## src/rtl/uart_echo_fifo.sv

```systemverilog
// UART echo engine: serial RX -> FIFO -> serial TX with false-start rejection,
// framing/parity/overflow pulses and tx_en flow control. Parity via `UART_PARITY_EN.
module uart_echo_fifo #(
  parameter int CLK_FREQ   = 50_000_000,
  parameter int UART_BPS   = 9600,
  parameter int DATA_BITS  = 8,
  parameter int STOP_BITS  = 1,
  parameter int FIFO_DEPTH = 16,
  parameter int PARITY_ODD = 0,
  localparam int AW        = $clog2(FIFO_DEPTH)
) (
  input  logic          sys_clk,
  input  logic          sys_rst,
  input  logic          rx,
  input  logic          tx_en,
  output logic          tx,
  output logic [AW:0]   fifo_cnt,
  output logic          frame_err,
  output logic          parity_err,
  output logic          overflow
);

  localparam int BIT_CNT = CLK_FREQ / UART_BPS;
  localparam int CW      = $clog2(BIT_CNT);
  localparam int BW      = $clog2(DATA_BITS);

  localparam logic [CW-1:0] CNT_LAST = CW'(BIT_CNT - 1);
  localparam logic [CW-1:0] CNT_HALF = CW'(BIT_CNT / 2);
  localparam logic [BW-1:0] BIT_LAST = BW'(DATA_BITS - 1);
  localparam logic          STOP_LAST = 1'(STOP_BITS - 1);
  localparam logic [AW:0]   DEPTH_V  = (AW+1)'(FIFO_DEPTH);

  if (BIT_CNT < 4 || DATA_BITS < 5 || DATA_BITS > 8 ||
      (STOP_BITS != 1 && STOP_BITS != 2) || FIFO_DEPTH < 2 ||
      (FIFO_DEPTH & (FIFO_DEPTH - 1)) != 0 ||
      (PARITY_ODD != 0 && PARITY_ODD != 1)) begin : gBadConfig
    $error("uart_echo_fifo: unsupported parameter set");
  end

  typedef enum logic [2:0] {
    RX_IDLE,
    RX_START,
    RX_DATA,
`ifdef UART_PARITY_EN
    RX_PARITY,
`endif
    RX_STOP
  } rxState_t;

  typedef enum logic [2:0] {
    TX_IDLE,
    TX_START,
    TX_DATA,
`ifdef UART_PARITY_EN
    TX_PARITY,
`endif
    TX_STOP
  } txState_t;

  logic                 r_rxSync1, r_rxSync2, r_rxPrev;
  rxState_t             r_rxState, w_rxNext;
  logic [CW-1:0]        r_rxCnt;
  logic [BW-1:0]        r_rxBitIdx;
  logic [DATA_BITS-1:0] r_rxShift;
  logic                 w_rxFall, w_rxSample, w_rxStopSample;
  logic                 w_rxParBad;
  logic                 w_goodFrame, w_push;

  logic [DATA_BITS-1:0] r_mem [FIFO_DEPTH];
  logic [AW-1:0]        r_wrPtr, r_rdPtr;
  logic [AW:0]          r_count;
  logic                 w_full, w_pop;
  logic [DATA_BITS-1:0] w_popData;

  txState_t             r_txState, w_txNext;
  logic [CW-1:0]        r_txCnt;
  logic [BW-1:0]        r_txBitIdx;
  logic                 r_txStopIdx;
  logic [DATA_BITS-1:0] r_txShift;
  logic                 w_txBit, w_txBitEnd;
  logic                 r_tx;
  logic                 r_frameErr, r_overflow;

  // Two flops tame metastability; the third gives the previous level for edge detect.
  always_ff @(posedge sys_clk) begin
    if (sys_rst) begin
      r_rxSync1 <= 1'b1;
      r_rxSync2 <= 1'b1;
      r_rxPrev  <= 1'b1;
    end else begin
      r_rxSync1 <= rx;
      r_rxSync2 <= r_rxSync1;
      r_rxPrev  <= r_rxSync2;
    end
  end

  assign w_rxFall = r_rxPrev & ~r_rxSync2;

  always_comb begin
    w_rxNext       = r_rxState;
    w_rxSample     = 1'b0;
    w_rxStopSample = 1'b0;
    unique case (r_rxState)
      RX_IDLE: begin
        if (w_rxFall) w_rxNext = RX_START;
      end
      RX_START: begin
        if (r_rxCnt == CNT_HALF) begin
          w_rxSample = 1'b1;
          w_rxNext   = r_rxSync2 ? RX_IDLE : RX_DATA;
        end
      end
      RX_DATA: begin
        if (r_rxCnt == CNT_LAST) begin
          w_rxSample = 1'b1;
          if (r_rxBitIdx == BIT_LAST) begin
`ifdef UART_PARITY_EN
            w_rxNext = RX_PARITY;
`else
            w_rxNext = RX_STOP;
`endif
          end
        end
      end
`ifdef UART_PARITY_EN
      RX_PARITY: begin
        if (r_rxCnt == CNT_LAST) begin
          w_rxSample = 1'b1;
          w_rxNext   = RX_STOP;
        end
      end
`endif
      RX_STOP: begin
        if (r_rxCnt == CNT_LAST) begin
          w_rxSample     = 1'b1;
          w_rxStopSample = 1'b1;
          w_rxNext       = RX_IDLE;
        end
      end
      default: w_rxNext = RX_IDLE;
    endcase
  end

`ifdef UART_PARITY_EN
  logic r_rxParBad;
  assign w_rxParBad = r_rxParBad;
`else
  assign w_rxParBad = 1'b0;
`endif

  always_ff @(posedge sys_clk) begin
    if (sys_rst) begin
      r_rxState  <= RX_IDLE;
      r_rxCnt    <= '0;
      r_rxBitIdx <= '0;
      r_rxShift  <= '0;
`ifdef UART_PARITY_EN
      r_rxParBad <= 1'b0;
`endif
    end else begin
      r_rxState <= w_rxNext;
      if (r_rxState == RX_IDLE || w_rxSample) r_rxCnt <= '0;
      else                                    r_rxCnt <= r_rxCnt + 1'b1;
      if (r_rxState == RX_IDLE) begin
        r_rxBitIdx <= '0;
      end else if (r_rxState == RX_DATA && w_rxSample) begin
        r_rxShift  <= {r_rxSync2, r_rxShift[DATA_BITS-1:1]};
        r_rxBitIdx <= (r_rxBitIdx == BIT_LAST) ? '0 : r_rxBitIdx + 1'b1;
      end
`ifdef UART_PARITY_EN
      if (r_rxState == RX_PARITY && w_rxSample)
        r_rxParBad <= r_rxSync2 ^ (^r_rxShift) ^ 1'(PARITY_ODD);
`endif
    end
  end

  // A full FIFO still accepts a frame when TX drains an entry in the same cycle.
  assign w_full      = (r_count == DEPTH_V);
  assign w_goodFrame = w_rxStopSample & r_rxSync2 & ~w_rxParBad;
  assign w_push      = w_goodFrame & (~w_full | w_pop);
  assign w_pop       = (r_txState == TX_IDLE) && (r_count != '0) && tx_en;
  assign w_popData   = r_mem[r_rdPtr];

  always_ff @(posedge sys_clk) begin
    if (w_push) r_mem[r_wrPtr] <= r_rxShift;
  end

  always_ff @(posedge sys_clk) begin
    if (sys_rst) begin
      r_wrPtr <= '0;
      r_rdPtr <= '0;
      r_count <= '0;
    end else begin
      if (w_push) r_wrPtr <= r_wrPtr + 1'b1;
      if (w_pop)  r_rdPtr <= r_rdPtr + 1'b1;
      case ({w_push, w_pop})
        2'b10:   r_count <= r_count + 1'b1;
        2'b01:   r_count <= r_count - 1'b1;
        default: r_count <= r_count;
      endcase
    end
  end

  always_ff @(posedge sys_clk) begin
    if (sys_rst) begin
      r_frameErr <= 1'b0;
      r_overflow <= 1'b0;
    end else begin
      r_frameErr <= w_rxStopSample & ~r_rxSync2;
      r_overflow <= w_goodFrame & w_full & ~w_pop;
    end
  end

`ifdef UART_PARITY_EN
  logic r_parityErr;
  always_ff @(posedge sys_clk) begin
    if (sys_rst) r_parityErr <= 1'b0;
    else         r_parityErr <= w_rxStopSample & r_rxSync2 & r_rxParBad;
  end
  assign parity_err = r_parityErr;
`else
  assign parity_err = 1'b0;
`endif

  assign w_txBitEnd = (r_txState != TX_IDLE) && (r_txCnt == CNT_LAST);

`ifdef UART_PARITY_EN
  logic r_txParity;
`endif

  always_comb begin
    w_txNext = r_txState;
    w_txBit  = 1'b1;
    unique case (r_txState)
      TX_IDLE: begin
        if (w_pop) w_txNext = TX_START;
      end
      TX_START: begin
        w_txBit = 1'b0;
        if (w_txBitEnd) w_txNext = TX_DATA;
      end
      TX_DATA: begin
        w_txBit = r_txShift[0];
        if (w_txBitEnd && r_txBitIdx == BIT_LAST) begin
`ifdef UART_PARITY_EN
          w_txNext = TX_PARITY;
`else
          w_txNext = TX_STOP;
`endif
        end
      end
`ifdef UART_PARITY_EN
      TX_PARITY: begin
        w_txBit = r_txParity;
        if (w_txBitEnd) w_txNext = TX_STOP;
      end
`endif
      TX_STOP: begin
        if (w_txBitEnd && r_txStopIdx == STOP_LAST) w_txNext = TX_IDLE;
      end
      default: w_txNext = TX_IDLE;
    endcase
  end

  // tx is registered from the current state's bit, so it trails the state by one clock.
  always_ff @(posedge sys_clk) begin
    if (sys_rst) begin
      r_txState   <= TX_IDLE;
      r_txCnt     <= '0;
      r_txBitIdx  <= '0;
      r_txStopIdx <= 1'b0;
      r_txShift   <= '0;
      r_tx        <= 1'b1;
`ifdef UART_PARITY_EN
      r_txParity  <= 1'b0;
`endif
    end else begin
      r_txState <= w_txNext;
      r_tx      <= w_txBit;
      if (r_txState == TX_IDLE || w_txBitEnd) r_txCnt <= '0;
      else                                    r_txCnt <= r_txCnt + 1'b1;
      if (w_pop) begin
        r_txShift   <= w_popData;
        r_txBitIdx  <= '0;
        r_txStopIdx <= 1'b0;
`ifdef UART_PARITY_EN
        r_txParity  <= (^w_popData) ^ 1'(PARITY_ODD);
`endif
      end else if (w_txBitEnd) begin
        if (r_txState == TX_DATA) begin
          r_txShift  <= {1'b0, r_txShift[DATA_BITS-1:1]};
          r_txBitIdx <= (r_txBitIdx == BIT_LAST) ? '0 : r_txBitIdx + 1'b1;
        end
        if (r_txState == TX_STOP)
          r_txStopIdx <= (r_txStopIdx == STOP_LAST) ? 1'b0 : ~r_txStopIdx;
      end
    end
  end

  assign tx        = r_tx;
  assign fifo_cnt  = r_count;
  assign frame_err = r_frameErr;
  assign overflow  = r_overflow;

endmodule

```

## config.mk

```make
export PLATFORM = sky130hd
export DESIGN_NAME = uart_echo_fifo
export DESIGN_NICKNAME = d
export VERILOG_FILES = /design/src/rtl/uart_echo_fifo.sv
export SDC_FILE = /design/constraint.sdc
export NUM_CORES = 1
export LEC_CHECK = 0
export ABC_AREA = 1
export BUFFER_PORTS_ARGS = -buffer_cell sky130_fd_sc_hd__buf_4
export CAP_MARGIN = 20
export CORE_AREA = 2 2 160 162
export CTS_CLUSTER_DIAMETER = 120
export DETAILED_ROUTE_END_ITERATION = 12
export DIE_AREA = 0 0 162 164
export SLEW_MARGIN = 10
export SYNTH_ARGS = -nofsm -noshare
export SYNTH_HDL_FRONTEND = slang
export SYNTH_SLANG_ARGS = --single-unit
```

## constraint.sdc

```tcl
create_clock -name sys_clk -period 3.2 [get_ports sys_clk]
set_clock_uncertainty 0.2 [all_clocks]
set_input_delay 0.32 -clock sys_clk [delete_from_list [all_inputs] [get_ports sys_clk]]
set_output_delay 0.32 -clock sys_clk [all_outputs]
set_load 0.005 [all_outputs]
```

---- Yosys cells after proc, flatten, opt, wreduce, memory -nomap -nowiden ----
Memories as Yosys holds them, arrays and structs flattened. A register that Yosys moved wholly into a read port is not among the register bits.
Index checks and enable logic that the tools add are counted.
storage, ports and cells
  bits in writable memories ............... 128
  memories kept ........................... 1
  flip-flop bits (word level) ............. 74
  output and inout bits ................... 9
  word-level logic and storage cells ...... 116
cells by class
  bitwise operators ....................... 12
  reductions and logical operators ........ 26
  add/sub/neg operators ................... 8
  muxes and demuxes ....................... 28
  equal/unequal tests ..................... 23
memory list
  name   words  width  read ports  clocked after Yosys merged registers in  wr ports  RTL line  RTL
  r_mem  16     8      1           1                                        1         69        logic [DATA_BITS-1:0] r_mem [FIFO_DEPTH];
operator list
  operator                 number
  $mux W3                  11
  $add A13 B1 Y13 const B  2
  $eq A13 B13 Y1 const B   2
  $mux W8                  3
  $pmux W3 S4              2
  $ne A2 B2 Y1 const B     9
  $eq A13 B12 Y1 const B   1
  $eq A3 B2 Y1 const B     4
  $pmux W5 S2              1
  $reduce_or A2 Y1         5
  $add A4 B1 Y4 const B    2
  $mux W4                  2
  $reduce_and A2 Y1        4
  $add A3 B1 Y3 const B    2
  $and A1 B1 Y1            6
  $eq A3 B1 Y1 const B     2
  $eq A3 B3 Y1 const B     2
  $logic_and A1 B1 Y1      6
  $logic_not A3 Y1         2
  $mux W1                  6
  $reduce_bool A2 Y1       3
  $add A5 B1 Y5 const B    1
  $eq A5 B5 Y1 const B     1
  $not A1 Y1               5
  11 further kinds         13

---- Depth between registers and ports, before layout ----
Gate-level depths: netlist (run 1).
  word-level depth ........................ 7
  gate-level depth with buffers ........... 18

---- Worst setup path after synthesis (run 1) ----
Ideal clock, no wire load.
  path kind ............................... flip-flop to flip-flop
  from .................................... register r_rxCnt[0]
  to ...................................... memory r_mem[3][0], enable pin
  required time ........................... 2.630 ns
  cell stages (with the launch flop) ...... 12
  period minus slack after synthesis ...... 2.385 ns
  library setup time ...................... 0.370 ns
  path slack .............................. 0.815 ns
  buffers on the path ..................... 0
  arrival ................................. 1.815 ns
  path through ............................ dfxtp_1 -> ha_1 -> nand4_1 -> nor2_2 -> nand3_4 -> nor2_4 -> nand2_2 -> nor2_2 -> inv_2 -> nor2_4 -> nand2_2 -> nor2_1
between the ends
  word-level cells in the longest chain between the ends .. 7
ends and longest elaborated chain
  element                        RTL line  RTL
  start: declaration             62        logic [CW-1:0] r_rxCnt;
  start signal: assignment       163       else r_rxCnt <= r_rxCnt + 1'b1;
  $eq A13 B13 Y1                 134       if (r_rxCnt == CNT_LAST) begin
  $mux W1                        134
  $mux W1                        103       unique case (r_rxState)
  $and A1 B1 Y1                  179       assign w_goodFrame = w_rxStopSample & r_rxSync2 & ~w_rxParBad;
  $and A1 B1 Y1                  180       assign w_push = w_goodFrame & (~w_full | w_pop);
  $mux W1                        185       if (w_push) r_mem[r_wrPtr] <= r_rxShift;
  $mux W1 (implied by the code)  185
  end: declaration               69
No other way between the ends.

---- Final worst setup path (run 1) ----
  from .................................... register r_rxCnt[0]
  to ...................................... memory r_mem[0][4], enable pin
The elaborated chain is that of the path after synthesis.

==> reports/metrics.csv, run 1 <==
stage,metric,value,unit
worst_setup_path,type of the setup path with the least slack,register to register,
power,static leakage power,3.66,nW
worst_setup_path,data arrival at the endpoint of the critical path,2.66,ns
grt,total routing resource utilization after global routing,0.141,
synth,Yosys warnings,0,
timing,number of setup violations in the final report,0,
timing,headroom to the max-slew limit,0.451,
cts,clock-pin slew on the worst setup and hold paths,0.06,ns
cts,maximum buffer depth of the clock tree,3,
timing,final cycle utilization of the critical path,0.854,
synth,"Async S/R FF share, synth",0,
worst_setup_path,largest incremental delay on the critical path,0.58,ns
route,routed wire length,18.3,mm
worst_setup_path,FF-to-FF Start,r_rxCnt[0],
cts,# Post-CTS Setup Buffers,0,
worst_setup_path,start point of the critical path,r_rxCnt[0],
worst_setup_path,cell breakdown of the critical path,ha_1 -> nand4_1 -> nor2_2 -> nand3_4 -> nor2_4 -> nand2_2 -> nor2_2 -> nand2_1 -> nor2_1,
cts,total of hold buffers inserted after clock tree synthesis,2,
worst_setup_path,maximum fanout along the worst path,10,
cts,CTS Buf Count,23,
finish,number of antenna cells inserted,0,
place,final estimated routing congestion in global placement,0.865,
synth,post-synthesis sequential area ratio,0.626,
timing,max-slew violation total from the final report,0,
floorplanning,width of the die,162,um
cts,sinks on the clock net,203,
status,status,"finished, final reports clean",
grt,gr ovfl total,0,
hold_path,Hold Path Class,input pin to register,
route,Vias/cell,4.91,
timing,Hold WS,0.0238,ns
synth,Synth top area share,0.450,
worst_setup_path,Slowest cell on crit path,sky130_fd_sc_hd__nor2_1,
route,number of DRC markers in iteration 0,389,
cts,CTS tree,built,
synth,Syn Area/Cell,10.1,um2
finish,utilization after layout,0.394,
synth,number of nets in the synthesized netlist,865,
power,Comb power frac,0.255,
grt,first-pass GRT wire length,30.0,mm
place,quantity of I/O buffers inserted on ports,11,
cts,H-tree levels,1,
route,vias after detailed routing,5960,
finish,nets,888,
floorplanning,placeable core region,24800,um2
power,Pwr Density,754,nW/um2
timing,final count of hold timing violations,0,
power,cell internal power dissipation,4.99,mW
floorplanning,starting density of the core,0.344,
grt,vias in the first global route,5865,
route,DRC Markers,0,
worst_setup_path,element type at the critical path end,register,
worst_setup_path,startpoint class of the critical path,register,
worst_setup_path,required time of the critical path,3.13,ns
finish,layout-stage area growth over the synthesis result,14.5,%
grt,antenna violations before repair,0,
timing,sum of negative setup slack,0,ns
floorplanning,vertical die dimension,164,um
place,placed instance count,1170,
synth,largest area contributor in the netlist,sky130_fd_sc_hd__edfxtp_1,
finish,number of fill cells in the layout,2433,
cts,cts repair resizes,0,
timing,RSZ-0062 raised after global routing,false,
synth,cells taking the most area after synthesis,"sky130_fd_sc_hd__edfxtp_1, sky130_fd_sc_hd__dfxtp_1, sky130_fd_sc_hd__nor2_1, sky130_fd_sc_hd__nand2_1, sky130_fd_sc_hd__o21ai_0",
floorplanning,Die Outline Area,26600,um2
synth,number of unique standard cell types used by synthesis,45,
finish,ratio of cells with drive above 1 in the final layout,0.116,
timing,f_max,366,MHz
flow_run,number of maximum-capacitance constraint violations,0,
timing,final worst path period need,2.73,ns
floorplanning,Site Rows,58,
cts,Clock Latency Late Sink,0.50,ns
synth,summed instance area of the synthesized netlist,8540,um2
place,post-DP HPWL,11.7,mm
power,fraction of power spent switching nets,0.323,
grt,largest net degree at the start of global routing,65,
synth,cell count after synthesis,844,
hold_path,Hold Crit Start,tx_en,
worst_setup_path,Crit path top cell by count,sky130_fd_sc_hd__nor2_2,
synth,most used flip-flop cell after synthesis,sky130_fd_sc_hd__edfxtp_1,
route,Antenna Nets Post-Route,0,
cts,library cell used as clock root buffer,sky130_fd_sc_hd__clkbuf_16,
power,clock network power share,0.342,
route,routed length per placed instance,15.1,um
floorplanning,num ports,13,
route,number of detailed-routing iterations run before antenna repair,5,
synth,number of synthesized register bits,203,
power,share of power burned in registers,0.403,
power,power dissipated by switching net loads,2.38,mW
synth,"EDFF count, synth",128,
finish,post-layout instance count excluding filler cells,1213,
power,Worst VDD drop,0.538,mV
timing,transition time of the tightest slew-check pin,0.823,ns
==> Yosys cell counts (2+ instances only) <==
cell                       count
sky130_fd_sc_hd__o21a_1        3
sky130_fd_sc_hd__ha_1         17
sky130_fd_sc_hd__nor2_2        4
sky130_fd_sc_hd__inv_2         9
sky130_fd_sc_hd__nor3b_1       2
sky130_fd_sc_hd__o211ai_1      4
sky130_fd_sc_hd__clkbuf_1     17
sky130_fd_sc_hd__a211oi_1      5
sky130_fd_sc_hd__buf_2        11
sky130_fd_sc_hd__buf_1         3
sky130_fd_sc_hd__nand2_2       6
sky130_fd_sc_hd__or2_2         8
sky130_fd_sc_hd__nor3_1       28
sky130_fd_sc_hd__o221ai_1      8
sky130_fd_sc_hd__dfxtp_1      75
sky130_fd_sc_hd__nand4_1       9
sky130_fd_sc_hd__o21ai_1       5
sky130_fd_sc_hd__a31oi_1       9
sky130_fd_sc_hd__xor2_1        5
sky130_fd_sc_hd__nand2_1     114
sky130_fd_sc_hd__o22ai_1      21
sky130_fd_sc_hd__a32o_1        2
sky130_fd_sc_hd__o21ai_0      85
sky130_fd_sc_hd__nor2_4        3
sky130_fd_sc_hd__nor2_1      123
sky130_fd_sc_hd__nand3_1      30
sky130_fd_sc_hd__xnor2_1       2
sky130_fd_sc_hd__a21oi_1      35
sky130_fd_sc_hd__nor4_1        4
sky130_fd_sc_hd__edfxtp_1    128
sky130_fd_sc_hd__a22oi_1       2
sky130_fd_sc_hd__inv_1        54
==> layer usage <==
metal | GRT usage | part of all wire | up-vias
met5 | 0 | 0 | -
met4 | 0.0382 | 0.022 | 0
met3 | 0.0217 | 0.049 | 34
met2 | 0.232 | 0.45 | 145
met1 | 0.194 | 0.48 | 2777
li1 | - | - | 3004
==> final timing paths <==
path / to / cells after the start / slack [ns]
worst min register to register: r_rxSync2 / 1 / 0.21
worst min-delay path: overflow / 6 / 0.02
worst max-delay path: r_mem[0][4] / 9 / 0.47
worst max register to register: r_mem[0][4] / 9 / 0.47
==> metrics by stage <==
step | total power [mW] | instance area [um2] | setup slack [ns]
detailed placement | 4.90 | 9030 | 0.472
global placement | 4.89 | 9030 | 0.573
floorplan | 4.41 | 8540 | 0.815
CTS | 7.44 | 9780 | 0.438
finish | 7.37 | 9780 | 0.468
global route | 7.82 | 9780 | 0.225
==> critical path: cells and delay by family, from the launching register on <==
kind	cells	cell delay, ns
adder cells (fa/ha/maj)	1	0.19
AND/OR/NAND/NOR	8	1.58
flip-flops	1	0.39
==> state kept, by name, summed over array words and instances (netlist names), named ones only <==
| signal | count |
|---|---|
| r_rxBitIdx | 3 |
| r_rxSync1 | 1 |
| r_txBitIdx | 3 |
| r_mem | 128 |
| r_rxShift | 8 |
| r_rxState | 2 |
| r_rxCnt | 13 |
| r_txState | 2 |
| overflow | 1 |
| r_txCnt | 13 |
| fifo_cnt | 5 |
| r_rxSync2 | 1 |
| tx | 1 |
| r_wrPtr | 4 |
| r_txShift | 8 |
| frame_err | 1 |
| r_rxPrev | 1 |
| r_rdPtr | 4 |
==> kinds of logic after synthesis <==
group | count (synthesis) | share of synthesized area
other | 1 | 0.000439
XOR/XNOR | 7 | 0.00718
flip-flops | 203 | 0.626
AO/OA/AOI/OAI | 182 | 0.121
AND/OR/NAND/NOR | 337 | 0.176
adder cells (fa/ha/maj) | 17 | 0.0249
buffers and inverters | 97 | 0.0448
==> placed cells by master, fill, tap and decap left out, types with 17 or more instances in the layout <==
master                      instances
sky130_fd_sc_hd__a21oi_1           35
sky130_fd_sc_hd__buf_4             28
sky130_fd_sc_hd__clkbuf_16         23
sky130_fd_sc_hd__dfxtp_1           74
sky130_fd_sc_hd__edfxtp_1         128
sky130_fd_sc_hd__ha_1              17
sky130_fd_sc_hd__inv_1             54
sky130_fd_sc_hd__nand2_1          114
sky130_fd_sc_hd__nand3_1           30
sky130_fd_sc_hd__nor2_1           123
sky130_fd_sc_hd__nor3_1            28
sky130_fd_sc_hd__o21ai_0           85
sky130_fd_sc_hd__o22ai_1           21
==> layout make-up <==
| type | instances | area, um2 | share of cell area |
|---|---|---|---|
| clock buffer | 27 | 601 | 0.0614 |
| clock inverter | 14 | 131 | 0.0134 |
| inverter | 65 | 245 | 0.0251 |
| multi-input combinational | 544 | 2810 | 0.288 |
| sequential | 203 | 5350 | 0.547 |
| tap | 330 | 413 | 0.0422 |
| timing repair buffer | 30 | 230 | 0.0235 |
==> power groups by stage <==
stage,sequential (mW),combinational [mW],clock [mW]
final,2.97,1.88,2.52
after global routing,2.99,2.16,2.67
after CTS,2.97,1.88,2.59
after detailed placement,3.03,1.87,0
after global placement,3.03,1.87,0
after floorplan,3.00,1.41,0
(Power assumes the default switching activity.)
==> inputs of run 2 (changes only) <==
HOLD_SLACK_MARGIN = 0.05   (was default)
PLACE_DENSITY = 0.49   (was default)
clock period = 3.05 ns   (was 3.2 ns; I/O delays follow)
==> run 2 against run 1 <==
  * Via count grew 0.23%
  * Sequential share of layout area fell by 0.44 points
  * Die area is the same
  * Final cell count rose by 0.82%
  * Flip-flop and latch count unchanged
  * Non-clock buffer count is 10 higher
  * Critical path depth rose by 3
  * Routed wire length grew 9.5%
  * Count of clock-buffer cells in the layout shrank 3
==> reports/metrics.csv, run 2 (synthesized netlist as in run 1, its figures left out) <==
stage,metric,value,unit,change
worst_setup_path,Buffers & Inverters on Critical Path,3,,+3
route,vias after detailed routing,5974,,+0.23%
route,Vias/cell,4.88,,-0.58%
power,cell internal power dissipation,5.23,mW,+4.7%
finish,nets,898,,+1.1%
cts,Clock Latency Late Sink,0.50,ns,about the same
worst_setup_path,Slowest cell on crit path,sky130_fd_sc_hd__dfxtp_1,,
grt,gr ovfl total,0,,unchanged
finish,"commonest cells after routing, fill and taps aside","sky130_fd_sc_hd__edfxtp_1, sky130_fd_sc_hd__nor2_1, sky130_fd_sc_hd__nand2_1",,
route,DRC Markers,0,,unchanged
finish,"most common cell after layout, fill and taps aside",sky130_fd_sc_hd__edfxtp_1,,
power,clock network power share,0.336,,-0.006
place,quantity of I/O buffers inserted on ports,11,,unchanged
finish,post-layout instance count excluding filler cells,1223,,+0.82%
worst_setup_path,cell breakdown of the critical path,ha_1 -> nand4_1 -> nor2_2 -> nand3_4 -> nor2_4 -> nand2_2 -> nor2_2 -> inv_2 -> nor2_4 -> inv_1 -> nor2_1 -> buf_4,,
worst_setup_path,startpoint class of the critical path,register,,
grt,largest net degree at the start of global routing,65,,unchanged
worst_setup_path,cell type group with the largest total delay on the critical path,simple AND/OR/NAND/NOR gates,,
timing,number of setup violations in the final report,0,,unchanged
worst_setup_path,element type at the critical path end,register,,
power,Pwr Density,790,nW/um2,+4.8%
power,share of power burned in registers,0.401,,-0.002
power,power dissipated by switching net loads,2.56,mW,+7.6%
finish,number of antenna cells inserted,0,,unchanged
timing,max-slew violation total from the final report,0,,unchanged
worst_setup_path,data arrival at the endpoint of the critical path,2.48,ns,-0.18 ns
worst_setup_path,maximum fanout along the worst path,10,,unchanged
floorplanning,starting density of the core,0.344,,unchanged
power,Worst VDD drop,0.482,mV,-10%
timing,RSZ-0062 raised after global routing,false,,
finish,register ranked first by flip-flop count,r_mem,,
route,Antenna Nets Post-Route,0,,unchanged
grt,total routing resource utilization after global routing,0.152,,+0.0113
timing,final cycle utilization of the critical path,0.812,,-0.0416
cts,CTS tree,built,,
cts,clock-pin slew on the worst setup and hold paths,0.06,ns,about the same
timing,final worst path period need,2.48,ns,-0.255 ns
place,placed instance count,1178,,+0.68%
worst_setup_path,required time of the critical path,3.05,ns,-0.08 ns
route,number of DRC markers in iteration 0,345,,-11%
timing,sum of negative setup slack,0,ns,unchanged
timing,final worst slack,0.573,ns,+0.105 ns
floorplanning,placeable core region,24800,um2,unchanged
timing,f_max,404,MHz,+10%
flow_run,number of maximum-capacitance constraint violations,0,,unchanged
power,Comb power frac,0.263,,+0.008
hold_path,Hold Path Class,register to register,,
grt,vias in the first global route,5798,,-1.1%
finish,largest registers in the final layout,"r_mem: 128 flops, r_rxCnt: 13 flops, r_txCnt: 13 flops",,
power,static leakage power,3.72,nW,+1.4%
worst_setup_path,type of the setup path with the least slack,register to register,,
cts,library cell used as clock root buffer,sky130_fd_sc_hd__clkbuf_16,,
finish,layout-stage area growth over the synthesis result,15.4,%,
floorplanning,vertical die dimension,164,um,unchanged
cts,CTS Buf Count,23,,unchanged
power,Power Total,7.79,mW,+5.6%
power,fraction of power spent switching nets,0.329,,+0.00599
place,post-DP HPWL,13.0,mm,+11%
place,final estimated routing congestion in global placement,0.828,,-4.3%
timing,headroom to the max-slew limit,0.401,,-0.0496
cts,maximum buffer depth of the clock tree,3,,unchanged
finish,Largest register FFs,128,,unchanged
route,routed length per placed instance,16.4,um,+8.6%
status,status,"finished, final reports clean",,
finish,number of fill cells in the layout,2490,,+2.3%
route,number of detailed-routing iterations run before antenna repair,5,,unchanged
route,routed wire length,20.0,mm,+9.5%
timing,final count of hold timing violations,0,,unchanged
finish,ratio of cells with drive above 1 in the final layout,0.121,,+0.00543
floorplanning,width of the die,162,um,unchanged
place,minimum setup slack after placement,0.579,ns,+0.107 ns
cts,# Post-CTS Setup Buffers,0,,unchanged
floorplanning,Die Outline Area,26600,um2,unchanged
cts,sinks on the clock net,203,,unchanged
cts,H-tree levels,1,,unchanged
floorplanning,num ports,13,,unchanged
grt,first-pass GRT wire length,31.4,mm,+4.8%
timing,transition time of the tightest slew-check pin,0.897,ns,+0.0743 ns
worst_setup_path,largest incremental delay on the critical path,0.39,ns,-0.19 ns
grt,antenna violations before repair,0,,unchanged
floorplanning,Site Rows,58,,unchanged
## run 2: power by group through the flow
stage	Combinational (mW)	Sequential [mW]	Clock, mW
after global placement	2.05	3.18	0
after detailed placement	2.05	3.18	0
after global routing	2.32	3.14	2.82
final	2.05	3.12	2.62
after CTS	2.06	3.12	2.70
after floorplan	1.48	3.15	0
## run 2: through the flow
stage               area, um2  utilization  hold WS [ns]
finish                   9860        0.397         0.212
global route             9860        0.397         0.224
CTS                      9860        0.397         0.213
detailed placement       9100        0.367         0.198
global placement         9100        0.367         0.194
floorplan                8540            -         0.189
## run 2: area by class of cell
cell class / instances / area, um2 / share of cell area
sequential: 203 / 5350 / 0.542
multi-input combinational: 544 / 2810 / 0.285
clock buffer: 24 / 579 / 0.0588
tap: 330 / 413 / 0.0419
timing repair buffer: 40 / 323 / 0.0327
inverter: 65 / 245 / 0.0249
clock inverter: 17 / 139 / 0.0141
## run 2: layer usage
metal | vias to the layer above | GRT usage | share of wire
li1 | 3011 | - | -
met1 | 2824 | 0.205 | 0.47
met2 | 99 | 0.252 | 0.47
met3 | 40 | 0.0210 | 0.033
met4 | 0 | 0.0547 | 0.030
met5 | - | 0 | 0
## run 2: final timing paths
kind,start,to,slack (ns),cells past startpoint
setup reg to reg,r_rxCnt[0],r_mem[15][4],0.57,12
setup / recovery,r_rxCnt[0],r_mem[15][4],0.57,12
hold reg to reg,r_rxSync1,r_rxSync2,0.21,1
hold / removal,r_rxSync1,r_rxSync2,0.21,1
## run 2: what timing repair did
item,in CTS,in global routing
gates resized for setup,0,0
endpoints found under the setup margin,0,0
hold buffers,4,0
endpoints found under the hold margin,22,0
==> inputs of run 3 (changes only) <==
PLACE_DENSITY = 0.51   (was 0.49)
clock period = 2.2 ns   (was 3.05 ns; I/O delays follow)
==> run 3 against run 2 <==
  * The flow now finishes with violations (setup timing)
  * Non-clock buffer count is 41 higher
  * Via count is 3.8% higher
  * Critical path depth is 1 lower
  * Routed wire length is 4.0% higher
  * Sequential power is 38% higher
  * First-iteration DRC count is 1.7% lower
  * Sequential share of layout area is 2.7 points lower
  * Global-route usage is 0.82 points higher
  * Utilization is 2.1 points higher
  * Final cell count is 3.4% higher
  * Die area stayed put
  * Design area is 5.4% higher
  * Critical path type unchanged
  * Highest routed layer unchanged
==> reports/metrics.csv, run 3 (synthesized netlist as in run 1, its figures left out) <==
stage,metric,value,unit,change
worst_setup_path,Crit path top cell by count,sky130_fd_sc_hd__nor2_4,,
floorplanning,placeable core region,24800,um2,unchanged
floorplanning,vertical die dimension,164,um,unchanged
route,Antenna Nets Post-Route,0,,unchanged
power,Power Total,11.4,mW,+46%
cts,clock-pin slew on the worst setup and hold paths,0.06,ns,about the same
worst_setup_path,type of the setup path with the least slack,register to register,,
timing,final count of hold timing violations,0,,unchanged
grt,vias in the first global route,6219,,+7.3%
floorplanning,width of the die,162,um,unchanged
route,vias after detailed routing,6202,,+3.8%
timing,max-slew violation total from the final report,0,,unchanged
route,number of DRC markers in iteration 0,339,,-1.7%
worst_setup_path,startpoint class of the critical path,register,,
hold_path,hold path endpoint,r_rxSync2,,
worst_setup_path,cell breakdown of the critical path,ha_4 -> nand4_1 -> nor2_2 -> nand3_4 -> nor2_4 -> nand2_2 -> nor2_4 -> inv_2 -> nor2_4 -> nand2_4 -> nor2_4,,
timing,RSZ-0062 raised after global routing,true,,
worst_setup_path,required time of the critical path,2.20,ns,-0.85 ns
status,status,"complete, but fails checks",,
hold_path,Hold Crit Start,r_rxSync1,,
power,Worst VDD drop,0.715,mV,+48%
grt,largest net degree at the start of global routing,65,,unchanged
hold_path,count of cells along the worst hold path,1,,unchanged
power,Comb power frac,0.282,,+0.019
route,number of detailed-routing iterations run before antenna repair,7,,+2
finish,layout-stage area growth over the synthesis result,21.6,%,
worst_setup_path,reg-to-reg setup timing slack,-0.004,ns,-0.58 ns
finish,"most common cell after layout, fill and taps aside",sky130_fd_sc_hd__edfxtp_1,,
status,violated checks,setup timing,,
place,minimum setup slack after placement,-0.158,ns,-0.736 ns
grt,total routing resource utilization after global routing,0.160,,+0.00824
finish,"commonest cells after routing, fill and taps aside","sky130_fd_sc_hd__edfxtp_1, sky130_fd_sc_hd__nor2_1, sky130_fd_sc_hd__nand2_1",,
route,Vias/cell,4.90,,+0.37%
grt,gr ovfl total,0,,unchanged
timing,f_max,454,MHz,+12%
route,DRC Markers,0,,unchanged
power,power dissipated by switching net loads,3.72,mW,+45%
finish,register ranked first by flip-flop count,r_mem,,
grt,antenna violations before repair,0,,unchanged
power,fraction of power spent switching nets,0.327,,-0.00195
worst_setup_path,largest incremental delay on the critical path,0.35,ns,-0.04 ns
cts,CTS Buf Count,23,,unchanged
grt,first-pass GRT wire length,33.3,mm,+6.0%
timing,number of setup violations in the final report,5,,+5
timing,sum of negative setup slack,-0.00784,ns,-0.00784 ns
power,share of power burned in registers,0.379,,-0.022
cts,sinks on the clock net,203,,unchanged
hold_path,Hold Path Class,register to register,,
worst_setup_path,element type at the critical path end,register,,
cts,CTS tree,built,,
timing,final cycle utilization of the critical path,1.00,,+0.189
cts,maximum buffer depth of the clock tree,3,,unchanged
power,Pwr Density,1090,nW/um2,+39%
finish,number of antenna cells inserted,0,,unchanged
floorplanning,Site Rows,58,,unchanged
worst_setup_path,critical path depth,11,,-1
floorplanning,num ports,13,,unchanged
place,final estimated routing congestion in global placement,0.804,,-3.0%
power,cell internal power dissipation,7.66,mW,+46%
place,quantity of I/O buffers inserted on ports,11,,unchanged
cts,Clock Latency Late Sink,0.52,ns,+0.02 ns
worst_setup_path,data arrival at the endpoint of the critical path,2.20,ns,-0.28 ns
worst_setup_path,capture point of the worst reg-to-reg path,r_mem[3][3],,
place,post-DP HPWL,13.8,mm,+6.2%
power,static leakage power,3.98,nW,+7.2%
floorplanning,Die Outline Area,26600,um2,unchanged
finish,ratio of cells with drive above 1 in the final layout,0.193,,+0.0716
worst_setup_path,Buffers & Inverters on Critical Path,1,,-2
floorplanning,starting density of the core,0.344,,unchanged
worst_setup_path,Slowest cell on crit path,sky130_fd_sc_hd__dfxtp_2,,
cts,H-tree levels,1,,unchanged
power,clock network power share,0.339,,+0.003
worst_setup_path,FF-to-FF Start,r_rxCnt[0],,
finish,largest registers in the final layout,"r_mem: 128 flops, r_rxCnt: 13 flops, r_txCnt: 13 flops",,
worst_setup_path,cell type group with the largest total delay on the critical path,simple AND/OR/NAND/NOR gates,,
cts,library cell used as clock root buffer,sky130_fd_sc_hd__clkbuf_16,,
finish,utilization after layout,0.419,,+0.0214
timing,final worst slack,-0.00364,ns,-0.576 ns
worst_setup_path,worst reg-to-reg path cell count,11,,-1
finish,nets,939,,+4.6%
route,routed length per placed instance,16.4,um,+0.51%
worst_setup_path,maximum fanout along the worst path,8,,-2
timing,final worst path period need,2.20,ns,-0.274 ns
finish,Largest register FFs,128,,unchanged
flow_run,number of maximum-capacitance constraint violations,0,,unchanged
route,routed wire length,20.8,mm,+4.0%
run 3: cell types whose count changed in the layout (fill, tap and decap cells not counted), sizes merged:
cell	change
clkbuf	+2
clkinvlp	-1
clkinv	-3
bufinv	+1
inv	+2
buf	+41
run 3: cell type report:
class	count	area, um2
Clock buffer	26	597
Clock inverter	16	164
Fill cell	2433	14400
Inverter	65	248
Multi-Input combinational cell	544	2950
Sequential cell	203	5350
Tap cell	330	413
Timing Repair Buffer	81	667
run 3: power by group through the flow:
stage / combinational, mW / sequential [mW] / clock, mW
6_report: 3.20 / 4.32 / 3.86
5_1_grt: 3.61 / 4.34 / 4.12
4_1_cts: 3.10 / 4.31 / 3.95
3_5_place_dp: 3.08 / 4.38 / 0
3_3_place_gp: 3.11 / 4.39 / 0
2_1_floorplan: 2.05 / 4.37 / 0
run 3: how the worst max path moves through the flow:
stage	start	to
CTS	r_rxCnt[0]	r_mem[7][5]
detailed placement	r_rxCnt[1]	r_mem[0][1]
floorplan	r_rxCnt[0]	r_mem[10][0]
global route	r_rxCnt[0]	r_mem[3][3]
finish	r_rxCnt[0]	r_mem[3][3]
global placement	r_rxCnt[0]	r_mem[12][1]
run 3: per-layer routing:
metal  up-vias  track usage  wire, um
met2       142        0.259      9380
li1       3101            -         -
met5         -            0         0
met1      2919        0.222      9970
met4         0       0.0499       506
met3        40       0.0255       946
run 3: repair_timing:
item / 4_1_cts / 5_1_grt
pin swaps: 1 / 11
buffers inserted: 1 / 6
endpoints found under the hold margin: 23 / 0
hold buffers: 4 / 0
gates resized for setup: 9 / 29
gates cloned: 0 / 0
endpoints found under the setup margin: 128 / 133
run 3: per-stage QoR:
stage,hold WS (ns),cells,area [um2]
floorplan,0.110,844,8570
global placement,0.197,1212,9410
finish,0.222,1265,10400
CTS,0.220,1259,10200
detailed placement,0.202,1212,9410
global route,0.270,1265,10400
